===== config.mk =====
export PLATFORM = sky130hd
export DESIGN_NAME = alu_control_pipe
export DESIGN_NICKNAME = d
export VERILOG_FILES = /design/src/rtl/alu_ctrl_pkg.sv /design/src/rtl/alu_op_decode.sv /design/src/rtl/alu_control_pipe.sv
export SDC_FILE = /design/constraint.sdc
export NUM_CORES = 1
export LEC_CHECK = 0
export ABC_AREA = 0
export BUFFER_PORTS_ARGS = -buffer_cell sky130_fd_sc_hd__buf_2
export CAP_MARGIN = 15
export CORE_AREA = 2 2 48 50
export DETAILED_ROUTE_END_ITERATION = 6
export DIE_AREA = 0 0 50 52
export PLACE_DENSITY = 0.85
export SLEW_MARGIN = 5
export SYNTH_ARGS = -nofsm -noshare
export SYNTH_HDL_FRONTEND = slang
export SYNTH_SLANG_ARGS = --single-unit

===== constraint.sdc =====
create_clock -name clk -period 4.7 [get_ports clk]
set_clock_uncertainty 0.1 [all_clocks]
set_input_delay 0.705 -clock clk [delete_from_list [all_inputs] [get_ports clk]]
set_output_delay 0.705 -clock clk [all_outputs]
set_load 0.1 [all_outputs]

===== src/rtl/alu_ctrl_pkg.sv =====
// rtl/alu_ctrl_pkg.sv - shared constants, FSM encoding and op-class helpers for the ALU control stage
package alu_ctrl_pkg;

    localparam logic [1:0] ALUOP_MEM    = 2'b00;
    localparam logic [1:0] ALUOP_BRANCH = 2'b01;
    localparam logic [1:0] ALUOP_RTYPE  = 2'b10;
    localparam logic [1:0] ALUOP_RSVD   = 2'b11;

    localparam logic [4:0] OP_AND    = 5'b00000;
    localparam logic [4:0] OP_OR     = 5'b00001;
    localparam logic [4:0] OP_ADD    = 5'b00010;
    localparam logic [4:0] OP_XOR    = 5'b00011;
    localparam logic [4:0] OP_SRL    = 5'b00100;
    localparam logic [4:0] OP_SRA    = 5'b00101;
    localparam logic [4:0] OP_SUB    = 5'b00110;
    localparam logic [4:0] OP_SLT    = 5'b01000;
    localparam logic [4:0] OP_ADDI   = 5'b01001;
    localparam logic [4:0] OP_SLTU   = 5'b01010;
    localparam logic [4:0] OP_SLL    = 5'b01111;
    localparam logic [4:0] OP_MUL    = 5'b10000;
    localparam logic [4:0] OP_MULH   = 5'b10001;
    localparam logic [4:0] OP_MULHSU = 5'b10010;
    localparam logic [4:0] OP_MULHU  = 5'b10011;
    localparam logic [4:0] OP_DIV    = 5'b10100;
    localparam logic [4:0] OP_DIVU   = 5'b10101;
    localparam logic [4:0] OP_REM    = 5'b10110;
    localparam logic [4:0] OP_REMU   = 5'b10111;

    localparam logic [6:0] F7_BASE = 7'b0000000;
    localparam logic [6:0] F7_ALT  = 7'b0100000;
    localparam logic [6:0] F7_MEXT = 7'b0000001;

    typedef enum logic [1:0] {
        ST_IDLE  = 2'b00,
        ST_HOLD  = 2'b01,
        ST_MULTI = 2'b10
    } state_t;

    function automatic logic is_mul(input logic [4:0] op);
        return op[4:2] == 3'b100;
    endfunction

    function automatic logic is_div(input logic [4:0] op);
        return op[4:2] == 3'b101;
    endfunction

endpackage


===== src/rtl/alu_op_decode.sv =====
// rtl/alu_op_decode.sv - combinational ALUOp/funct3/funct7 decode to a 5-bit operation code
module alu_op_decode
    import alu_ctrl_pkg::*;
#(
    parameter int ENABLE_M = 1
) (
    input  logic [1:0] alu_op,
    input  logic [2:0] funct3,
    input  logic [6:0] funct7,
    input  logic       is_imm,
    output logic [4:0] operation,
    output logic       illegal
);

    always_comb begin
        operation = OP_ADD;
        illegal   = 1'b0;
        case (alu_op)
            ALUOP_MEM: begin
                if (is_imm) begin
                    case (funct3)
                        3'b000:  operation = OP_ADDI;
                        3'b001:  operation = OP_SLL;
                        3'b010:  operation = OP_SLT;
                        3'b011:  operation = OP_SLTU;
                        3'b100:  operation = OP_XOR;
                        3'b101:  operation = funct7[5] ? OP_SRA : OP_SRL;
                        3'b110:  operation = OP_OR;
                        default: operation = OP_AND;
                    endcase
                end
            end
            ALUOP_BRANCH: begin
                case (funct3)
                    3'b000, 3'b001: operation = OP_SUB;
                    3'b100, 3'b101: operation = OP_SLT;
                    3'b110, 3'b111: operation = OP_SLTU;
                    default: begin
                        operation = OP_SUB;
                        illegal   = 1'b1;
                    end
                endcase
            end
            ALUOP_RTYPE: begin
                if (funct7 == F7_BASE) begin
                    case (funct3)
                        3'b000:  operation = OP_ADD;
                        3'b001:  operation = OP_SLL;
                        3'b010:  operation = OP_SLT;
                        3'b011:  operation = OP_SLTU;
                        3'b100:  operation = OP_XOR;
                        3'b101:  operation = OP_SRL;
                        3'b110:  operation = OP_OR;
                        default: operation = OP_AND;
                    endcase
                end else if (funct7 == F7_ALT && funct3 == 3'b000) begin
                    operation = OP_SUB;
                end else if (funct7 == F7_ALT && funct3 == 3'b101) begin
                    operation = OP_SRA;
                end else if (funct7 == F7_MEXT && ENABLE_M != 0) begin
                    // M-extension codes are laid out so funct3 maps straight onto the low bits
                    operation = {2'b10, funct3};
                end else begin
                    illegal = 1'b1;
                end
            end
            default: illegal = 1'b1;
        endcase
    end

endmodule


===== src/rtl/alu_control_pipe.sv =====
// rtl/alu_control_pipe.sv - registered ALU-control stage with valid/ready handshake and multi-cycle MUL/DIV sequencing
module alu_control_pipe
    import alu_ctrl_pkg::*;
#(
    parameter int OP_W     = 5,
    parameter int ENABLE_M = 1,
    parameter int MUL_LAT  = 3,
    parameter int DIV_LAT  = 32
) (
    input  logic            clk,
    input  logic            reset,
    input  logic            flush,
    input  logic            in_valid,
    output logic            in_ready,
    input  logic [1:0]      alu_op,
    input  logic [2:0]      funct3,
    input  logic [6:0]      funct7,
    input  logic            is_imm,
    input  logic            out_ready,
    output logic            out_valid,
    output logic [OP_W-1:0] operation,
    output logic            illegal,
    output logic            multi_busy
);

    localparam int MAX_LAT = (MUL_LAT > DIV_LAT) ? MUL_LAT : DIV_LAT;
    localparam int CNT_W   = $clog2(MAX_LAT + 1);
    localparam logic [CNT_W-1:0] MUL_CNT = CNT_W'(MUL_LAT - 1);
    localparam logic [CNT_W-1:0] DIV_CNT = CNT_W'(DIV_LAT - 1);

    state_t           state_q, state_d;
    logic [CNT_W-1:0] cnt_q, cnt_d;
    logic [4:0]       op_q;
    logic             ill_q;
    logic [4:0]       dec_op;
    logic             dec_ill;
    logic             accept;

    alu_op_decode #(
        .ENABLE_M (ENABLE_M)
    ) u_decode (
        .alu_op    (alu_op),
        .funct3    (funct3),
        .funct7    (funct7),
        .is_imm    (is_imm),
        .operation (dec_op),
        .illegal   (dec_ill)
    );

    assign in_ready   = (state_q == ST_IDLE) || (state_q == ST_HOLD && out_ready);
    assign accept     = in_valid && in_ready && !flush;
    assign out_valid  = (state_q == ST_HOLD);
    assign multi_busy = (state_q == ST_MULTI);
    assign operation  = OP_W'(op_q);
    assign illegal    = ill_q;

    always_comb begin
        state_d = state_q;
        cnt_d   = cnt_q;
        if (flush) begin
            state_d = ST_IDLE;
            cnt_d   = '0;
        end else if (accept) begin
            // Covers both a fresh accept from IDLE and a back-to-back transfer out of HOLD
            if (is_mul(dec_op)) begin
                state_d = ST_MULTI;
                cnt_d   = MUL_CNT;
            end else if (is_div(dec_op)) begin
                state_d = ST_MULTI;
                cnt_d   = DIV_CNT;
            end else begin
                state_d = ST_HOLD;
            end
        end else begin
            case (state_q)
                ST_HOLD: begin
                    if (out_ready) state_d = ST_IDLE;
                end
                ST_MULTI: begin
                    if (cnt_q == '0) state_d = ST_HOLD;
                    else             cnt_d   = cnt_q - CNT_W'(1);
                end
                default: state_d = ST_IDLE;
            endcase
        end
    end

    always_ff @(posedge clk or posedge reset) begin
        if (reset) begin
            state_q <= ST_IDLE;
            cnt_q   <= '0;
            op_q    <= '0;
            ill_q   <= 1'b0;
        end else begin
            state_q <= state_d;
            cnt_q   <= cnt_d;
            if (accept) begin
                op_q  <= dec_op;
                ill_q <= dec_ill;
            end
        end
    end

endmodule

==> results_dict.tcl <==
set metrics [dict create \
    routedWlPerCell_um 13.3 \
    final-max-slew-violation-count 0 \
    cp.required_ns 3.89 \
    ys_types 36 \
    fmax_mhz 439 \
    grt_pass1_wl_mm 4.31 \
    fin_util 0.600 \
    synth_top_area_share 0.327 \
    cts_setup_buffers 0 \
    critPathArrivalTime_ns 1.47 \
    tightest_slew_ns 0.525 \
    rsz0062_at_grt "no" \
    cts_tree "yes" \
    clock_path_buffers 2 \
    cp_max_fo 5 \
    area_growth_pct 18.1 \
    drive_gt1_frac 0.208 \
    globalplace.congestion 0.902 \
    fin_crit_ns 2.28 \
    drt_iter0_markers 19 \
    antenna_left 0 \
    critical_path_class "flip-flop to output port" \
    synthTopCellsByArea "dfrtp_1 33%, a21oi_1 8.0%, nor2b_1 5.8%, nor2_1 4.9%, nand3_1 4.2%" \
    crit_start "state_q[1]$_DFFE_PP0P_" \
    place_inst 192 \
    grt_usage 0.217 \
    h-tree-depth 1 \
    coreArea_um2 2110 \
    vdd_drop_max_uv 210 \
    maxSlewHeadroom 0.650 \
    place_area_um2 1230 \
    finalCritPeriodShare 0.484 \
    grt_max_degree 16 \
    portBuffers 26 \
    cts-resized-gates 0 \
    clock_latency_ns 0.27 \
    yosysSeqAreaShare 0.327 \
    num_rows 17 \
    cts_inserted_buffers 3 \
    netlist_top_cells_count "17 x a21oi_1, 14 x dfrtp_1, 14 x nor2_1" \
    end_kind "output port" \
    status "finished clean" \
    worst_setup_path_start_kind "flip-flop" \
    ctsHoldBuffers 0 \
    dp_hpwl_mm 2.09 \
    synth_ff_type "dfrtp_1" \
    vias 1137 \
    drc 0 \
    r2r_cells 5 \
    hold_path_class "input pin to async pin" \
    fill_cells 201 \
    setup_viol 0 \
    power_density_nw_per_um2 297 \
    synth_nets 161 \
    avgSynthCellArea_um2 7.59 \
    n_antenna_cell 0 \
    final-hold-violation-count 0 \
    overflow 0 \
    dieHeight_um 52 \
    antenna_found_initial 0 \
    clkTransAtPathRegs_ns 0.08 \
    p_leak_nw 0.566 \
    die_area_um2 2600 \
    synth_area_leader_cell "dfrtp_1" \
    nets 189 \
    r2r_start "cnt_q[2]$_DFFE_PP0P_" \
    die_w_um 50 \
    tns_ns 0 \
    clock-sinks 14 \
    yosys_warnings 0 \
    io_pins 27 \
    fin_cells 196 \
    totalWireLength_mm 2.60 \
    vias_per_cell 5.80 \
    grt_pass1_vias 1035 \
    synth-async-reset-ratio 1.00 \
    syn_area_um2 1070 \
    final_cell_area_um2 1260 \
    start_util 0.508 \
    synth.most_common_cell "a21oi_1" \
    clockRootBuffer "clkbuf_4" \
    maxCapViolCount 0 \
    synth_edf_count 0 \
    drtPass1Iterations 4 \
    synthCells 141 \
    ys_ff_latch 14 \
]
[layer usage]
metal,vias up,routed length (um),track usage
li1,564,-,-
met1,540,1140,0.248
met2,27,1350,0.404
met3,6,77,0.0259
met4,0,36,0.0926
met5,-,0,0
[critical path, cell delays in order, from the launching register on]
cell	delay (ns)
dfrtp_1	0.40
nor2b_1	0.30
buf_2	0.49
[stage by stage]
stage	hold slack (ns)	total power, mW	setup WS (ns)
after detailed placement	0.395	0.292	2.47
after global placement	0.385	0.288	2.50
after CTS	0.359	0.377	2.43
after global routing	0.372	0.398	2.35
after floorplan	0.413	0.259	1.86
final	0.351	0.375	2.42
[layout make-up]
type / instances / area, um^2 / share of cell area
tap: 28 / 35.0 / 0.0277
timing repair buffer: 27 / 138 / 0.109
sequential: 14 / 350 / 0.277
multi-input combinational: 113 / 667 / 0.528
clock buffer: 4 / 36.3 / 0.0287
inverter: 10 / 37.5 / 0.0297
[cell usage in the layout (no fill, tap or decap), drive strengths merged, types with 2 or more instances in the layout]
cell / count
a21o: 2
a21oi: 17
a31oi: 5
and3: 2
buf: 27
clkbuf: 4
dfrtp: 14
ha: 2
inv: 10
nand2: 7
nand2b: 6
nand3: 9
nand3b: 2
nor2: 14
nor2b: 10
nor3: 6
o21ai: 9
o22ai: 3
o31a: 2
or3: 2
[sequential cells by signal (all words and copies together), names as in the netlist]
register and flops:
cnt_q 6, illegal 1, operation 5, state_q 2
[power breakdown]
group	switching [mW]	internal, mW
Sequential	0.0105	0.134
Combinational	0.108	0.0388
Clock	0.0371	0.0471
Total	0.156	0.219
[cell families after synthesis]
logic type | count (synthesis) | share of synthesized area
mux | 1 | 0.0105
fa+ha+maj | 2 | 0.0234
buf+inv | 14 | 0.0491
flops | 14 | 0.327
xor+xnor | 1 | 0.00819
simple gates | 61 | 0.297
compound gates | 48 | 0.284
[final timing paths]
kind,slack (ns),to
worst max-delay path,2.42,multi_busy
worst min-delay path,0.35,cnt_q[4]$_DFFE_PP0P_
worst max register to register,2.74,cnt_q[2]$_DFFE_PP0P_
worst min register to register,0.42,operation[3]$_DFFE_PP0P_
max in group asynchronous,3.80,state_q[1]$_DFFE_PP0P_
min in group clk,0.42,operation[3]$_DFFE_PP0P_
Note: power is estimated with default switching activity, not from simulation.
